--- config.mk ---
export PLATFORM = sky130hd
export DESIGN_NAME = multi_issue_pc_gen_flat
export DESIGN_NICKNAME = d
export VERILOG_FILES = /design/src/rtl/multi_issue_pc_gen_if.sv /design/src/rtl/multi_issue_pc_gen.sv /design/src/flat_wrapper.sv
export SDC_FILE = /design/constraint.sdc
export NUM_CORES = 1
export LEC_CHECK = 0
export ABC_AREA = 1
export BUFFER_PORTS_ARGS = -buffer_cell sky130_fd_sc_hd__buf_2
export CORE_UTILIZATION = 49
export DETAILED_ROUTE_END_ITERATION = 8
export GPL_TIMING_DRIVEN = 0
export HOLD_SLACK_MARGIN = 0.15
export PLACE_DENSITY = 0.92
export SYNTH_ARGS = -nofsm -noshare
export SYNTH_HDL_FRONTEND = slang
export SYNTH_SLANG_ARGS = --single-unit
--- constraint.sdc ---
create_clock -name CLK -period 2.05 [get_ports CLK]
set_clock_uncertainty 0.1 [all_clocks]
set_input_delay 0.3075 -clock CLK [delete_from_list [all_inputs] [get_ports CLK]]
set_output_delay 0.3075 -clock CLK [all_outputs]
set_load 0.05 [all_outputs]
--- src/rtl/multi_issue_pc_gen_if.sv ---
`default_nettype none
// ============================================================================
//  Module      : multi_issue_pc_gen_if
//  Description : Redirect / halt / fetch-bundle bundle between the PC generator
//                and its producers (branch resolution) and consumer (fetch).
//  Revision    : 1.0 - initial release
// ============================================================================
interface multi_issue_pc_gen_if #(
    parameter int WIDTH   = 32,
    parameter int FETCH_W = 2,
    parameter int REDIR_N = 4,
    parameter int CNT_W   = 16
);
    logic [REDIR_N-1:0]       redir_valid;
    logic [REDIR_N*WIDTH-1:0] redir_target;
    logic                     halt;
    logic                     fetch_ready;
    logic                     fetch_valid;
    logic [FETCH_W*WIDTH-1:0] fetch_pc;
    logic [FETCH_W-1:0]       fetch_mask;
    logic                     misalign_err;
    logic [CNT_W-1:0]         redirect_cnt;

    modport master (
        output redir_valid, redir_target, halt, fetch_ready,
        input  fetch_valid, fetch_pc, fetch_mask, misalign_err, redirect_cnt
    );

    modport slave (
        input  redir_valid, redir_target, halt, fetch_ready,
        output fetch_valid, fetch_pc, fetch_mask, misalign_err, redirect_cnt
    );
endinterface
`default_nettype wire

--- src/rtl/multi_issue_pc_gen.sv ---
`default_nettype none
// ============================================================================
//  Module      : multi_issue_pc_gen
//  Description : Registered fetch-PC generator with prioritised redirects,
//                FETCH_W-wide lane-masked bundles, halt and redirect counter.
//  Revision    : 1.0 - initial release
// ============================================================================
module multi_issue_pc_gen #(
    parameter int               WIDTH     = 32,
    parameter int               FETCH_W   = 2,
    parameter int               REDIR_N   = 4,
    parameter logic [WIDTH-1:0] RESET_VEC = '0,
    parameter int               CNT_W     = 16
) (
    input  logic                CLK,
    input  logic                RST_N,
    multi_issue_pc_gen_if.slave bus
);

    localparam int c_LOG_F = (FETCH_W > 1) ? $clog2(FETCH_W) : 1;

    typedef enum logic [1:0] {
        ST_BOOT   = 2'd0,
        ST_RUN    = 2'd1,
        ST_HALTED = 2'd2
    } state_t;

    state_t             r_state;
    logic [WIDTH-1:0]   r_pc;
    logic               r_fetch_valid;
    logic               r_misalign;
    logic [CNT_W-1:0]   r_cnt;

    logic [c_LOG_F-1:0] w_off;
    logic [WIDTH-1:0]   w_step;
    logic [WIDTH-1:0]   w_redir_tgt;
    logic               w_redir_any;
    logic               w_apply;

    // Lane offset of pc inside its FETCH_W*4-byte block
    generate
        if (FETCH_W > 1) begin : g_off_multi
            assign w_off = r_pc[2 +: c_LOG_F];
        end else begin : g_off_single
            assign w_off = '0;
        end
    endgenerate

    assign w_step = WIDTH'((FETCH_W - int'(w_off)) * 4);

    // Lowest index wins: scan from the top so the last hit is the winner
    always_comb begin
        w_redir_tgt = '0;
        for (int k = REDIR_N - 1; k >= 0; k--) begin
            if (bus.redir_valid[k]) begin
                w_redir_tgt = bus.redir_target[k*WIDTH +: WIDTH];
            end
        end
    end

    assign w_redir_any = |bus.redir_valid;
    assign w_apply     = w_redir_any && (r_state != ST_BOOT);

    always_ff @(posedge CLK or negedge RST_N) begin
        if (!RST_N) begin
            r_state       <= ST_BOOT;
            r_pc          <= RESET_VEC;
            r_fetch_valid <= 1'b0;
            r_misalign    <= 1'b0;
            r_cnt         <= '0;
        end else begin
            r_misalign <= 1'b0;

            // A redirect always beats the sequential advance
            if (w_apply) begin
                r_pc       <= {w_redir_tgt[WIDTH-1:2], 2'b00};
                r_misalign <= |w_redir_tgt[1:0];
                if (~&r_cnt) begin
                    r_cnt <= r_cnt + CNT_W'(1);
                end
            end else if (r_state == ST_RUN && bus.fetch_ready) begin
                r_pc <= r_pc + w_step;
            end

            case (r_state)
                ST_BOOT: begin
                    r_state       <= bus.halt ? ST_HALTED : ST_RUN;
                    r_fetch_valid <= ~bus.halt;
                end
                ST_RUN: begin
                    if (bus.halt && !w_redir_any) begin
                        r_state       <= ST_HALTED;
                        r_fetch_valid <= 1'b0;
                    end
                end
                ST_HALTED: begin
                    if (!bus.halt) begin
                        r_state       <= ST_RUN;
                        r_fetch_valid <= 1'b1;
                    end
                end
                default: begin
                    r_state       <= ST_BOOT;
                    r_fetch_valid <= 1'b0;
                end
            endcase
        end
    end

    generate
        for (genvar i = 0; i < FETCH_W; i++) begin : g_lane
            assign bus.fetch_pc[i*WIDTH +: WIDTH] = r_pc + WIDTH'(4 * i);
            assign bus.fetch_mask[i]              = (int'(w_off) + i) < FETCH_W;
        end
    endgenerate

    assign bus.fetch_valid  = r_fetch_valid;
    assign bus.misalign_err = r_misalign;
    assign bus.redirect_cnt = r_cnt;

endmodule
`default_nettype wire

--- src/flat_wrapper.sv ---
// flat-port wrapper written by rule: the top's interface ports become plain ports
module multi_issue_pc_gen_flat 
#(
    parameter int               WIDTH     = 32,
    parameter int               FETCH_W   = 2,
    parameter int               REDIR_N   = 4,
    parameter logic [WIDTH-1:0] RESET_VEC = '0,
    parameter int               CNT_W     = 16
)
  (CLK, RST_N, bus_redir_valid, bus_redir_target, bus_halt, bus_fetch_ready, bus_fetch_valid, bus_fetch_pc, bus_fetch_mask, bus_misalign_err, bus_redirect_cnt);
  multi_issue_pc_gen_if #(.WIDTH(WIDTH), .FETCH_W(FETCH_W), .REDIR_N(REDIR_N), .CNT_W(CNT_W)) bus_i ();
  input  logic CLK;
  input  logic RST_N;
  input wire logic [$bits(bus_i.redir_valid)-1:0] bus_redir_valid;
  input wire logic [$bits(bus_i.redir_target)-1:0] bus_redir_target;
  input wire logic [$bits(bus_i.halt)-1:0] bus_halt;
  input wire logic [$bits(bus_i.fetch_ready)-1:0] bus_fetch_ready;
  output wire logic [$bits(bus_i.fetch_valid)-1:0] bus_fetch_valid;
  output wire logic [$bits(bus_i.fetch_pc)-1:0] bus_fetch_pc;
  output wire logic [$bits(bus_i.fetch_mask)-1:0] bus_fetch_mask;
  output wire logic [$bits(bus_i.misalign_err)-1:0] bus_misalign_err;
  output wire logic [$bits(bus_i.redirect_cnt)-1:0] bus_redirect_cnt;
  assign bus_i.redir_valid = bus_redir_valid;
  assign bus_i.redir_target = bus_redir_target;
  assign bus_i.halt = bus_halt;
  assign bus_i.fetch_ready = bus_fetch_ready;
  assign bus_fetch_valid = bus_i.fetch_valid;
  assign bus_fetch_pc = bus_i.fetch_pc;
  assign bus_fetch_mask = bus_i.fetch_mask;
  assign bus_misalign_err = bus_i.misalign_err;
  assign bus_redirect_cnt = bus_i.redirect_cnt;
  multi_issue_pc_gen #(.WIDTH(WIDTH), .FETCH_W(FETCH_W), .REDIR_N(REDIR_N), .RESET_VEC(RESET_VEC), .CNT_W(CNT_W)) u_core (.CLK(CLK), .RST_N(RST_N), .bus(bus_i));
endmodule
Yosys cells after proc, flatten, opt, wreduce, memory -nomap -nowiden:

Index checks and enable logic that the tools add are counted.

* $add $sub $neg: 5
* multiply operators: 0
* divide/modulo/power cells: 0
* magnitude comparators: 2
* equality and inequality tests: 4
* shifts and indexed selects: 0
* muxes and demuxes: 14
* bitwise gates (word level): 2
* reduce and logical (&&, ||, !) cells: 12

Operator list (count)
* two-way mux 32 bit: 6
* adder 32 x 3 -> 32 bit (second input constant): 1
* adder 32 bit: 1
* < comparator 32 x 3 -> 1 bit (second input constant): 1
* adder 16 x 1 -> 16 bit (second input constant): 1
* AND reduction 16 bit: 1
* two-way mux 2 bit: 3
* one-hot mux 2 bit (3 select lines): 1
* inequality test 2 bit (second input constant): 2
* AND reduction 2 bit: 2
* nonzero test 2 bit: 2
* OR reduction 4 bit: 1
* logical AND 1 bit: 3
* two-way mux 1 bit: 3
* one-hot mux 1 bit (3 select lines): 1
* subtractor 2 x 1 -> 3 bit (first input constant): 1
* adder 1 x 1 -> 2 bit (second input constant): 1
* == test 2 x 1 -> 1 bit (second input constant): 1
* == test 2 bit (second input constant): 1
* logical NOT 2 bit: 1
* < comparator 1 x 2 -> 1 bit (second input constant): 1
* inverter 1 bit: 2
* OR reduction 2 bit: 1
* logical NOT 1 bit: 1

* flip-flop bits (word level): 52
* latch bits: 0
* bits in writable memories: 0
* bits in read-only memories: 0
* output and inout port bits: 84
* logic and storage cells: 44
* memories kept: 0

Depth between registers and ports, before layout:

Gate-level depths: netlist of run 1.

* word-level depth: 6
* gate-level depth with buffers: 11

Least setup slack after synthesis of run 1:

OpenSTA, ideal clock, no wires.

* path type: register to output
* from: reg u_core.r_pc[2]
* to: out bus_fetch_pc[53]
* arrival time: 2.617 ns
* data required time: 1.642 ns
* setup slack: -0.974 ns
* stages on the path, launching flop included: 9
* path buffers: 0
* cells stage by stage: dfrtp_1 > inv_1 > nor2_2 > nand2_2 > nor2_4 > inv_2 > nor2_1 > nand2_1 > xor2_1

* longest elaborated chain between the ends: 1

Ends and longest elaborated chain
* start, declared: RTL line multi_issue_pc_gen.sv:29 `logic [WIDTH-1:0] r_pc;`
* start signal, assigned: RTL line multi_issue_pc_gen.sv:76 `r_pc <= {w_redir_tgt[WIDTH-1:2], 2'b00};`
* start signal, assigned: RTL line multi_issue_pc_gen.sv:82 `r_pc <= r_pc + w_step;`
* adder 32 x 3 -> 32 bit: RTL line multi_issue_pc_gen.sv:112 `assign bus.fetch_pc[i*WIDTH +: WIDTH] = r_pc + WIDTH'(4 * i);`
* end, declared: RTL line flat_wrapper.sv:19 `output wire logic [$bits(bus_i.fetch_pc)-1:0] bus_fetch_pc;`

No other way between the ends.

Worst setup path in the final report of run 1:

* from: reg u_core.r_pc[25]
* to: out bus_fetch_pc[61]

Same word-level chain as after synthesis.

==> results.cfg, run 1 <==
[status]
run_status = complete, but fails checks
violations = negative setup slack

[global_route]
grt-ovfl-total = 0
grt_max_degree = 51
antenna_found_initial = 3
grt_pass1_vias = 6703
grt_usage_pct = 43.60
grt_pass1_wl_um = 34110

[yosys]
synth_edf_count = 0
synth_cell_types = 37
synth.top_cells.by_count = nand2_1, nor2_1, a21oi_1
syn_inst = 800
synth_area_leaders = dfrtp_1, nand2_1, nor2_1
synthArstFlopShare_pct = 100.0
yosys_most_used_dff = dfrtp_1
netlist_area_mm2 = 0.004857
synth.most_common_cell = nand2_1
yosysWarnings = 0
synth-seq-cells = 50
syn_area_per_cell_um2 = 6.071
synth_area_leader_cell = dfrtp_1
synth_top_cell_area_share_pct = 25.76
seq_area_frac_synth_pct = 25.76

[drt]
initialDrtViolationCount = 1256
ant_nets = 0
drc = 0
wl_um = 28100
via_per_inst = 6.320
firstDrtPassIters = 9
wl_per_cell_um = 23.09
dr_total_vias = 7691

[worst_setup_path]
required_ps = 1640
end_kind = output port
setup.worst_path.class = flip-flop to output port
start_kind = flip-flop
arrival_ps = 2440
path_max_fanout = 6

[power]
p_leak_nw = 3.816
finalPower_mw = 13.42
vdd_ir_drop_max_mv = 1.456
power.density_mw_per_mm2 = 1672

[sta]
maxSlewHeadroom_pct = 16.06
rsz0062_at_grt = true
worstMarginPinSlew_ps = 1259
period_needed_ps = 2852
fmax_mhz = 350.6
hold_viol_final = 0
fin_tns_setup_ps = -14500
period_share_pct = 139.1
maxSlewViolCount = 0
setup-violations-final = 55
setup_ws_ps = -802.1

[clock_tree]
htreeDepth = 2
clk_pin_slew_ps = 110
cts_root_buf = clkbuf_8
cts_buffers = 5
clk_latency_ps = 320
cts_tree = done
cts_sinks = 50
cts_max_path_buffers = 2

[floorplan]
core_mm2 = 0.009415
ios = 220
rows = 35
dieHeight_um = 101.6
die_x_um = 101.6
start_util_pct = 51.59
dieArea_mm2 = 0.01031

[flow_run]
maxCapViolations = 0

[final_layout]
drive_gt1_share_pct = 46.73
syn2layout_area_growth_pct = 65.20
nets = 1224

[place]
portBuffers = 213
place.gp.congestion = 0.9934
dp_hpwl_um = 14890

[worst_hold_path]
hp-class = input pin to asynchronous set/reset pin
where the power goes:
group	leakage, nW	internal (mW)	switching, mW
Sequential	0.584	1.51	0.740
Combinational	3.18	3.17	7.23
Clock	0.0525	0.367	0.392
Total	3.82	5.05	8.37
cells by family after synthesis:
group / count (synthesis) / synth area share (%)
AND/OR/NAND/NOR: 458 / 40.42
adder cells (fa/ha/maj): 4 / 1.030
XOR/XNOR: 41 / 7.393
other: 2 / 0.1546
buffers and inverters: 102 / 9.609
AO/OA/AOI/OAI: 143 / 15.64
flip-flops: 50 / 25.76
area by class of cell:
class / count / area (um2)
repair buffers: 276 / 1832
clock inverters: 1 / 30.03
multi-input cells: 651 / 4138
diodes: 3 / 7.507
flip-flops and latches: 50 / 1297
fillers: 531 / 1391
plain buffers: 38 / 227.7
well taps: 129 / 161.4
clock buffers: 7 / 76.32
inverters: 62 / 254.0
worst max-delay path, cell delays in order, from the launching register on:
cell and delay [ps]:
dfrtp_2 450, nand2_1 120, nor2_1 440, nand2_1 180, nor2_4 250, nand4_1 260, xor2_4 240, buf_6 180
stage by stage:
stage | setup WS, ps | hold slack, ps | utilization (%) | instances | cell area, um2
final | -802.1 | 138.8 | 85.22 | 1217 | 8024
after global routing | -764.5 | 218.9 | 85.22 | 1217 | 8024
after CTS | -299.0 | 165.7 | 80.44 | 1204 | 7574
after detailed placement | -257.7 | 401.3 | 71.47 | 1145 | 6729
after global placement | -264.9 | 390.9 | 71.47 | 1145 | 6729
after floorplan | -429.1 | -88.09 | - | 803 | 5502
state kept, by name (all words and copies together), names as in the netlist:
register,flops
u_core.bus.fetch_valid,1
u_core.bus.misalign_err,1
u_core.r_pc,30
u_core.r_state,2
u_core.bus.redirect_cnt,16
final timing paths:
kind	end	cells past startpoint	from	slack [ps]
max	bus_fetch_pc[61]	7	u_core.r_pc[25]	-800
min	u_core.r_pc[14]	1	RST_N	140
max reg2reg	u_core.r_pc[26]	8	u_core.r_pc[12]	-480
min reg2reg	u_core.r_state[1]	1	u_core.r_state[1]	440
max in group asynchronous	u_core.r_pc[17]	1	RST_N	780
min in group CLK	u_core.bus.misalign_err	3	bus_redir_target[1]	200
layout by cell type (no fill, tap or decap), drive strengths merged, types with 3 or more instances in the layout:
master,netlist,final
a21oi,72,72
a22oi,3,3
a31oi,3,3
buf,30,302
clkbuf,10,17
clkinvlp,0,3
conb,2,5
dfrtp,50,50
diode,0,3
ha,4,4
inv,60,59
nand2,255,255
nand3,54,54
nand3b,3,3
nand4,3,3
nor2,127,127
nor3,10,10
o211ai,8,8
o21ai,53,53
o21bai,3,3
xnor2,4,4
xor2,37,37
per-layer routing:
layer,wire [um],track usage [%],up-vias
met5,91,0,-
met4,2591,25.98,4
met3,4573,11.32,289
met2,11850,70.32,861
met1,9001,52.36,3426
li1,-,-,3111
what timing repair did:
item                                   in CTS  in global routing
hold buffers                                2                  0
endpoints found under the hold margin       2                  0
pin swaps                                  36                 27
setup endpoints to repair                  36                 62
resized for setup                          93                 98
setup buffers                              49                 15
cloned                                      0                  0
Power figures use the tool's default switching activity.
==> inputs of run 2 (changes only) <==
- ABC_AREA: 1 -> not set
- CORE_UTILIZATION: 49 -> 47
- PLACE_DENSITY: 0.92 -> 0.91
==> results.cfg, run 2 <==
[status]
run_status = aborted with a tool error
failed_stage = global routing (5_1_grt)
firstError = [ERROR GRT-0232] Routing congestion too high. Check the congestion heatmap in the GUI.

[global_route]
grt_usage_pct = 81.54
grt-ovfl-total = 48
grt_max_degree = 51

[yosys]
synth_cell_types = 58
yosys_most_used_dff = dfrtp_1
netlist_area_mm2 = 0.004302
syn_area_per_cell_um2 = 8.320
synth_top_cell_area_share_pct = 29.09
seq_area_frac_synth_pct = 29.09
syn_inst = 517
synth_area_leaders = dfrtp_1, xnor2_1, a221o_1
synth.most_common_cell = dfrtp_1
synth_area_leader_cell = dfrtp_1
synth-seq-cells = 50
synth_edf_count = 0
synthArstFlopShare_pct = 100.0
synth.top_cells.by_count = dfrtp_1, nand3_1, xnor2_1
yosysWarnings = 0

[clock_tree]
cts_max_path_buffers = 2
htreeDepth = 2
cts_sinks = 50
cts_buffers = 5
cts_root_buf = clkbuf_8

[floorplan]
dieHeight_um = 97.67
ios = 220
rows = 34
die_x_um = 97.67
start_util_pct = 48.85

[sta]
grt-worst-endpoint = bus_fetch_pc[63]
worstEndpointType = top-level output

[place]
place.gp.congestion = 0.9601
dp_hpwl_um = 14410
portBuffers = 213
-- run 2: changes by cell type after synthesis, moves of 21 or more --
cell and change:
nand2_1 -217, nor2_1 -92, a21oi_1 -43, inv_1 -41, xnor2_1 +30, o21ai_0 -27
a221o_1 +22, nand2b_1 +21, xor2_1 -21
-- run 2: cell families after synthesis --
| group | share of synthesized area, % |
|---|---|
| fa+ha+maj | 1.164 |
| simple gates | 28.51 |
| mux | 0.5235 |
| xor+xnor | 10.18 |
| other cells | 0.1746 |
| compound gates | 23.59 |
| flops | 29.09 |
| buf+inv | 6.777 |
-- run 2: stage by stage --
step / instance area [um2] / setup WS, ps / instances / hold WS [ps]
after CTS: 7704 / -689.1 / 937 / 151.8
after floorplan: 5141 / -635.3 / 520 / -88.09
after detailed placement: 6342 / -826.2 / 841 / 407.0
after global placement: 6342 / -812.0 / 841 / 373.9
-- run 2: timing repair --
item / CTS
hold buffers: 1
hold endpoints to repair: 1
setup endpoints to repair: 59
setup buffers: 86
pin swaps: 46
gates cloned: 2
resized for setup: 145
-- run 2: layer usage --
metal | GRT usage (%) | overflow
met2 | 97.11 | 24
met1 | 82.13 | 1
met5 | 30.22 | 1
met3 | 63.17 | 4
met4 | 87.41 | 18
==> inputs of run 3 (changes only) <==
- CORE_UTILIZATION: 47 -> 40
- HOLD_SLACK_MARGIN: 0.15 -> not set
- PLACE_DENSITY: 0.91 -> not set
- PLACE_DENSITY_LB_ADDON: not set -> 0.15
==> results.cfg, run 3 <==
[status]
run_status = complete, but fails checks
violations = negative setup slack

[drt]
dr_total_vias = 6273
initialDrtViolationCount = 736
firstDrtPassIters = 8
wl_per_cell_um = 24.12
via_per_inst = 6.381
wl_um = 23710
ant_nets = 0
drc = 0

[clock_tree]
clk_pin_slew_ps = 120
cts_root_buf = clkbuf_8
htreeDepth = 2
clk_latency_ps = 320
cts_max_path_buffers = 2
cts_sinks = 50
hold_buffers = 0
cts_tree = done
cts_buffers = 5

[yosys]
yosysWarnings = 0
netlist_area_mm2 = 0.004302
syn_area_per_cell_um2 = 8.320
synth.top_cells.by_count = dfrtp_1, nand3_1, xnor2_1
synth_cell_types = 58
synth_edf_count = 0
yosys_most_used_dff = dfrtp_1
seq_area_frac_synth_pct = 29.09
synth-seq-cells = 50
synth_area_leaders = dfrtp_1, xnor2_1, a221o_1
synth.most_common_cell = dfrtp_1
syn_inst = 517
synth_area_leader_cell = dfrtp_1
synth_top_cell_area_share_pct = 29.09
synthArstFlopShare_pct = 100.0

[worst_setup_path]
required_ps = 1640
start_kind = flip-flop
setup.worst_path.class = flip-flop to output port
arrival_ps = 2290
end_kind = output port
path_max_fanout = 4

[sta]
fmax_mhz = 370.3
maxSlewHeadroom_pct = 17.62
rsz0062_at_grt = true
period_share_pct = 131.7
worstMarginPinSlew_ps = 1236
fin_tns_setup_ps = -15230
period_needed_ps = 2701
setup_ws_ps = -650.7
maxSlewViolCount = 0
hold_viol_final = 0
setup-violations-final = 50

[final_layout]
nets = 982
final_common_cell = buf_2
final_cell_mix = buf_2, buf_4, buf_6, nand3_1
register_area_mm2 = 0.001289
syn2layout_area_growth_pct = 88.05
top_register = u_core.r_pc
multi_input_area_mm2 = 0.003835
drive_gt1_share_pct = 59.91
post-route-util_pct = 78.00
num-fill-cells = 675
largest_reg_flops = 30
finalNonFillerCells = 983

[power]
finalPower_mw = 9.041
vdd_ir_drop_max_mv = 0.6926
power.density_mw_per_mm2 = 1118
p_leak_nw = 3.565

[global_route]
antenna_found_initial = 4
grt_pass1_wl_um = 33110
grt_usage_pct = 38.77
grt_pass1_vias = 5940
grt_max_degree = 51
grt-ovfl-total = 0

[floorplan]
rows = 37
dieArea_mm2 = 0.01117
start_util_pct = 41.48
ios = 220
core_mm2 = 0.01037
dieHeight_um = 105.7
die_x_um = 105.7

[place]
portBuffers = 213
dp_hpwl_um = 14710
place.gp.congestion = 0.9748
dp_cells = 869
dp_worst_setup_slack_ps = -814.5

[flow_run]
maxCapViolations = 0

[worst_hold_path]
hp-class = input pin to asynchronous set/reset pin
## run 3: per-layer routing
| metal | up-vias | GRT usage, % | share of wire [%] |
|---|---|---|---|
| met5 | - | 0 | 0 |
| met4 | 0 | 21.03 | 6.7 |
| met3 | 147 | 7.607 | 10 |
| met2 | 550 | 62.56 | 47 |
| met1 | 2943 | 48.69 | 36 |
| li1 | 2633 | - | - |
## run 3: worst paths after layout
kind                                                to                         from  depth (start not counted)  slack (ps)
min in group CLK                     u_core.r_state[1]                     bus_halt                          2         140
min reg2reg                u_core.bus.redirect_cnt[15]  u_core.bus.redirect_cnt[15]                          1         400
max in group asynchronous               u_core.r_pc[3]                        RST_N                          1         820
min                        u_core.bus.redirect_cnt[14]                        RST_N                          1         120
max                                   bus_fetch_pc[63]              u_core.r_pc[30]                          5        -650
max reg2reg                            u_core.r_pc[21]               u_core.r_pc[2]                          8        -470
## run 3: cell families (layout without fill, tap and decap cells)
kind of cell	Yosys count	count (layout)	synth area share (%)
xor gates and xnor gates	50	50	10.18
adders and majority gates	4	4	1.164
muxes	2	2	0.5235
AOI/OAI and AO/OA	137	137	23.59
DFF	50	50	29.09
and+or+nand+nor	212	212	28.51
buffers and inverters	60	383	6.777
other	2	9	0.1746
## run 3: metrics by stage
step,hold WS [ps],instance area [um2]
detailed placement,389.5,6377
finish,124.8,8089
CTS,132.5,7660
global route,139.7,8089
floorplan,-88.09,5141
global placement,375.6,6377
## run 3: area by class of cell
type / count / area share [%]
Sequential cell: 50 / 15.93
Timing Repair Buffer: 318 / 27.53
Tap cell: 136 / 2.104
Inverter: 7 / 0.4486
Clock inverter: 3 / 0.5568
Buffer: 50 / 5.043
Clock buffer: 5 / 0.8507
Multi-Input combinational cell: 410 / 47.41
Antenna cell: 4 / 0.1237
## run 3: where the power goes
part / internal, mW / total (mW) / leakage (nW) / switching (mW)
Clock: 0.364 / 0.763 / 0.0504 / 0.398
Combinational: 2.52 / 6.60 / 2.94 / 4.07
Sequential: 1.29 / 1.68 / 0.573 / 0.392
## run 3: critical path, stage by stage, from the launching register on
cell and delay [ps]:
dfrtp_2 470, nand4_1 130, or4_4 560, or4_4 480, xnor2_4 150, buf_6 170
## run 3: what timing repair did
action | CTS | global route
resized for setup | 135 | 64
hold endpoints to repair | 0 | 0
endpoints found under the setup margin | 55 | 64
setup buffers | 83 | 28
pin swaps | 53 | 49
gates cloned | 1 | 0
==> inputs of run 4 (changes only) <==
- SETUP_SLACK_MARGIN: not set -> 0.1
==> results.cfg, run 4 (synthesized netlist as in run 3, its figures left out) <==
[sta]
hold_viol_final = 0
maxSlewViolCount = 0
period_needed_ps = 2912
hold_slack_ps = 101.6
rsz0062_at_grt = true
setup-violations-final = 54
worstMarginPinSlew_ps = 1279
fmax_mhz = 343.4
maxSlewHeadroom_pct = 14.73
period_share_pct = 142.1
setup_ws_ps = -862.5

[final_layout]
final_common_cell = buf_2
syn2layout_area_growth_pct = 98.84
largest_reg_flops = 30
nets = 1016
antenna_cells = 0
final_cell_mix = buf_2, buf_4, buf_6, dfrtp_2, nand3_1
drive_gt1_share_pct = 63.97
design_area_mm2 = 0.008553
top_register = u_core.r_pc

[global_route]
grt_max_degree = 51
grt-ovfl-total = 0
grt_pass1_vias = 6332
grt_usage_pct = 44.01
antenna_found_initial = 1
grt_pass1_wl_um = 36800

[flow_run]
maxCapViolations = 0

[worst_setup_path]
arrival_ps = 2500
start_kind = flip-flop
end_kind = output port
required_ps = 1640
path_max_fanout = 5
setup.worst_path.class = flip-flop to output port

[clock_tree]
cts_buffers = 5
clk_pin_slew_ps = 110
htreeDepth = 2
clk_latency_ps = 340
cts_root_buf = clkbuf_8
cts_max_path_buffers = 2
cts_tree = done
cts_sinks = 50

[drt]
initialDrtViolationCount = 1212
dr_total_vias = 7057
wl_um = 30650
ant_nets = 0
wl_per_cell_um = 30.25
drc = 55
via_per_inst = 6.966
firstDrtPassIters = 9

[power]
p_leak_nw = 3.766
power.density_mw_per_mm2 = 1155
vdd_ir_drop_max_mv = 0.8285

[worst_hold_path]
hp-class = input pin to flip-flop

[floorplan]
dieArea_mm2 = 0.01117
core_mm2 = 0.01037
ios = 220
die_x_um = 105.7
rows = 37
start_util_pct = 41.48
dieHeight_um = 105.7

[place]
place.gp.congestion = 0.9349
dp_hpwl_um = 14840
dpl_cell_area_mm2 = 0.006410
portBuffers = 213

[status]
violations = design-rule violations, negative setup slack
run_status = complete, but fails checks
[run 4: final timing paths]
path	slack (ps)	start	to	depth (start not counted)
worst min-delay path	100	bus_halt	u_core.r_state[1]	2
min in group asynchronous	150	RST_N	u_core.bus.redirect_cnt[0]	1
worst max register to register	-680	u_core.r_pc[2]	u_core.r_pc[29]	9
worst max-delay path	-860	u_core.r_pc[9]	bus_fetch_pc[53]	7
max in group asynchronous	760	RST_N	u_core.r_pc[3]	1
worst min register to register	420	u_core.bus.redirect_cnt[11]	u_core.bus.redirect_cnt[11]	1
[run 4: critical path, cell delays in order, from the launching register on]
cell	delay, ps
dfrtp_2	390
buf_8	130
buf_6	130
nand4_4	190
nor3_4	270
nand4_1	510
xnor2_4	360
buf_6	190
[run 4: per-stage QoR]
stage | std cells | worst slack [ps] | setup TNS, ps | power, mW | util (%)
finish | 1013 | -862.5 | -22630 | 9.880 | 82.48
global route | 1013 | -897.2 | -24670 | 9.988 | 82.48
CTS | 986 | -675.6 | -13570 | 8.434 | 76.59
detailed placement | 869 | -1108 | -30440 | 6.455 | 61.81
global placement | 869 | -959.6 | -25660 | 6.388 | 61.81
floorplan | 520 | -635.3 | -16450 | 5.268 | -
[run 4: where the power goes]
group / internal, mW / switching, mW
clock: 0.242 / 0.406
sequential: 1.30 / 0.420
combinational: 2.87 / 4.65
total: 4.40 / 5.48
[run 4: per-layer routing]
| layer | wire [um] | global-route usage [%] | vias to the layer above |
|---|---|---|---|
| li1 | - | - | 2679 |
| met4 | 3152 | 24.31 | 10 |
| met3 | 4700 | 10.82 | 330 |
| met5 | 190 | 0 | - |
| met1 | 9545 | 52.55 | 3246 |
| met2 | 13060 | 72.41 | 792 |
[run 4: what timing repair did]
item                                    4_1_cts  5_1_grt
pin swaps                                    52       57
cloned                                        2        0
endpoints found under the setup margin       68       66
buffers inserted                            108       33
hold buffers                                  0        0
resized for setup                           151      104
[run 4: cell type report]
cell class                 count  area, um2
sequential                    50       1295
clock buffer                   6      72.57
buffer                        53      473.0
multi-input combinational    410       3969
clock inverter                 2      15.01
timing repair buffer         349       2522
tap                          136      170.2
fill                         523       1817
inverter                       7      36.28
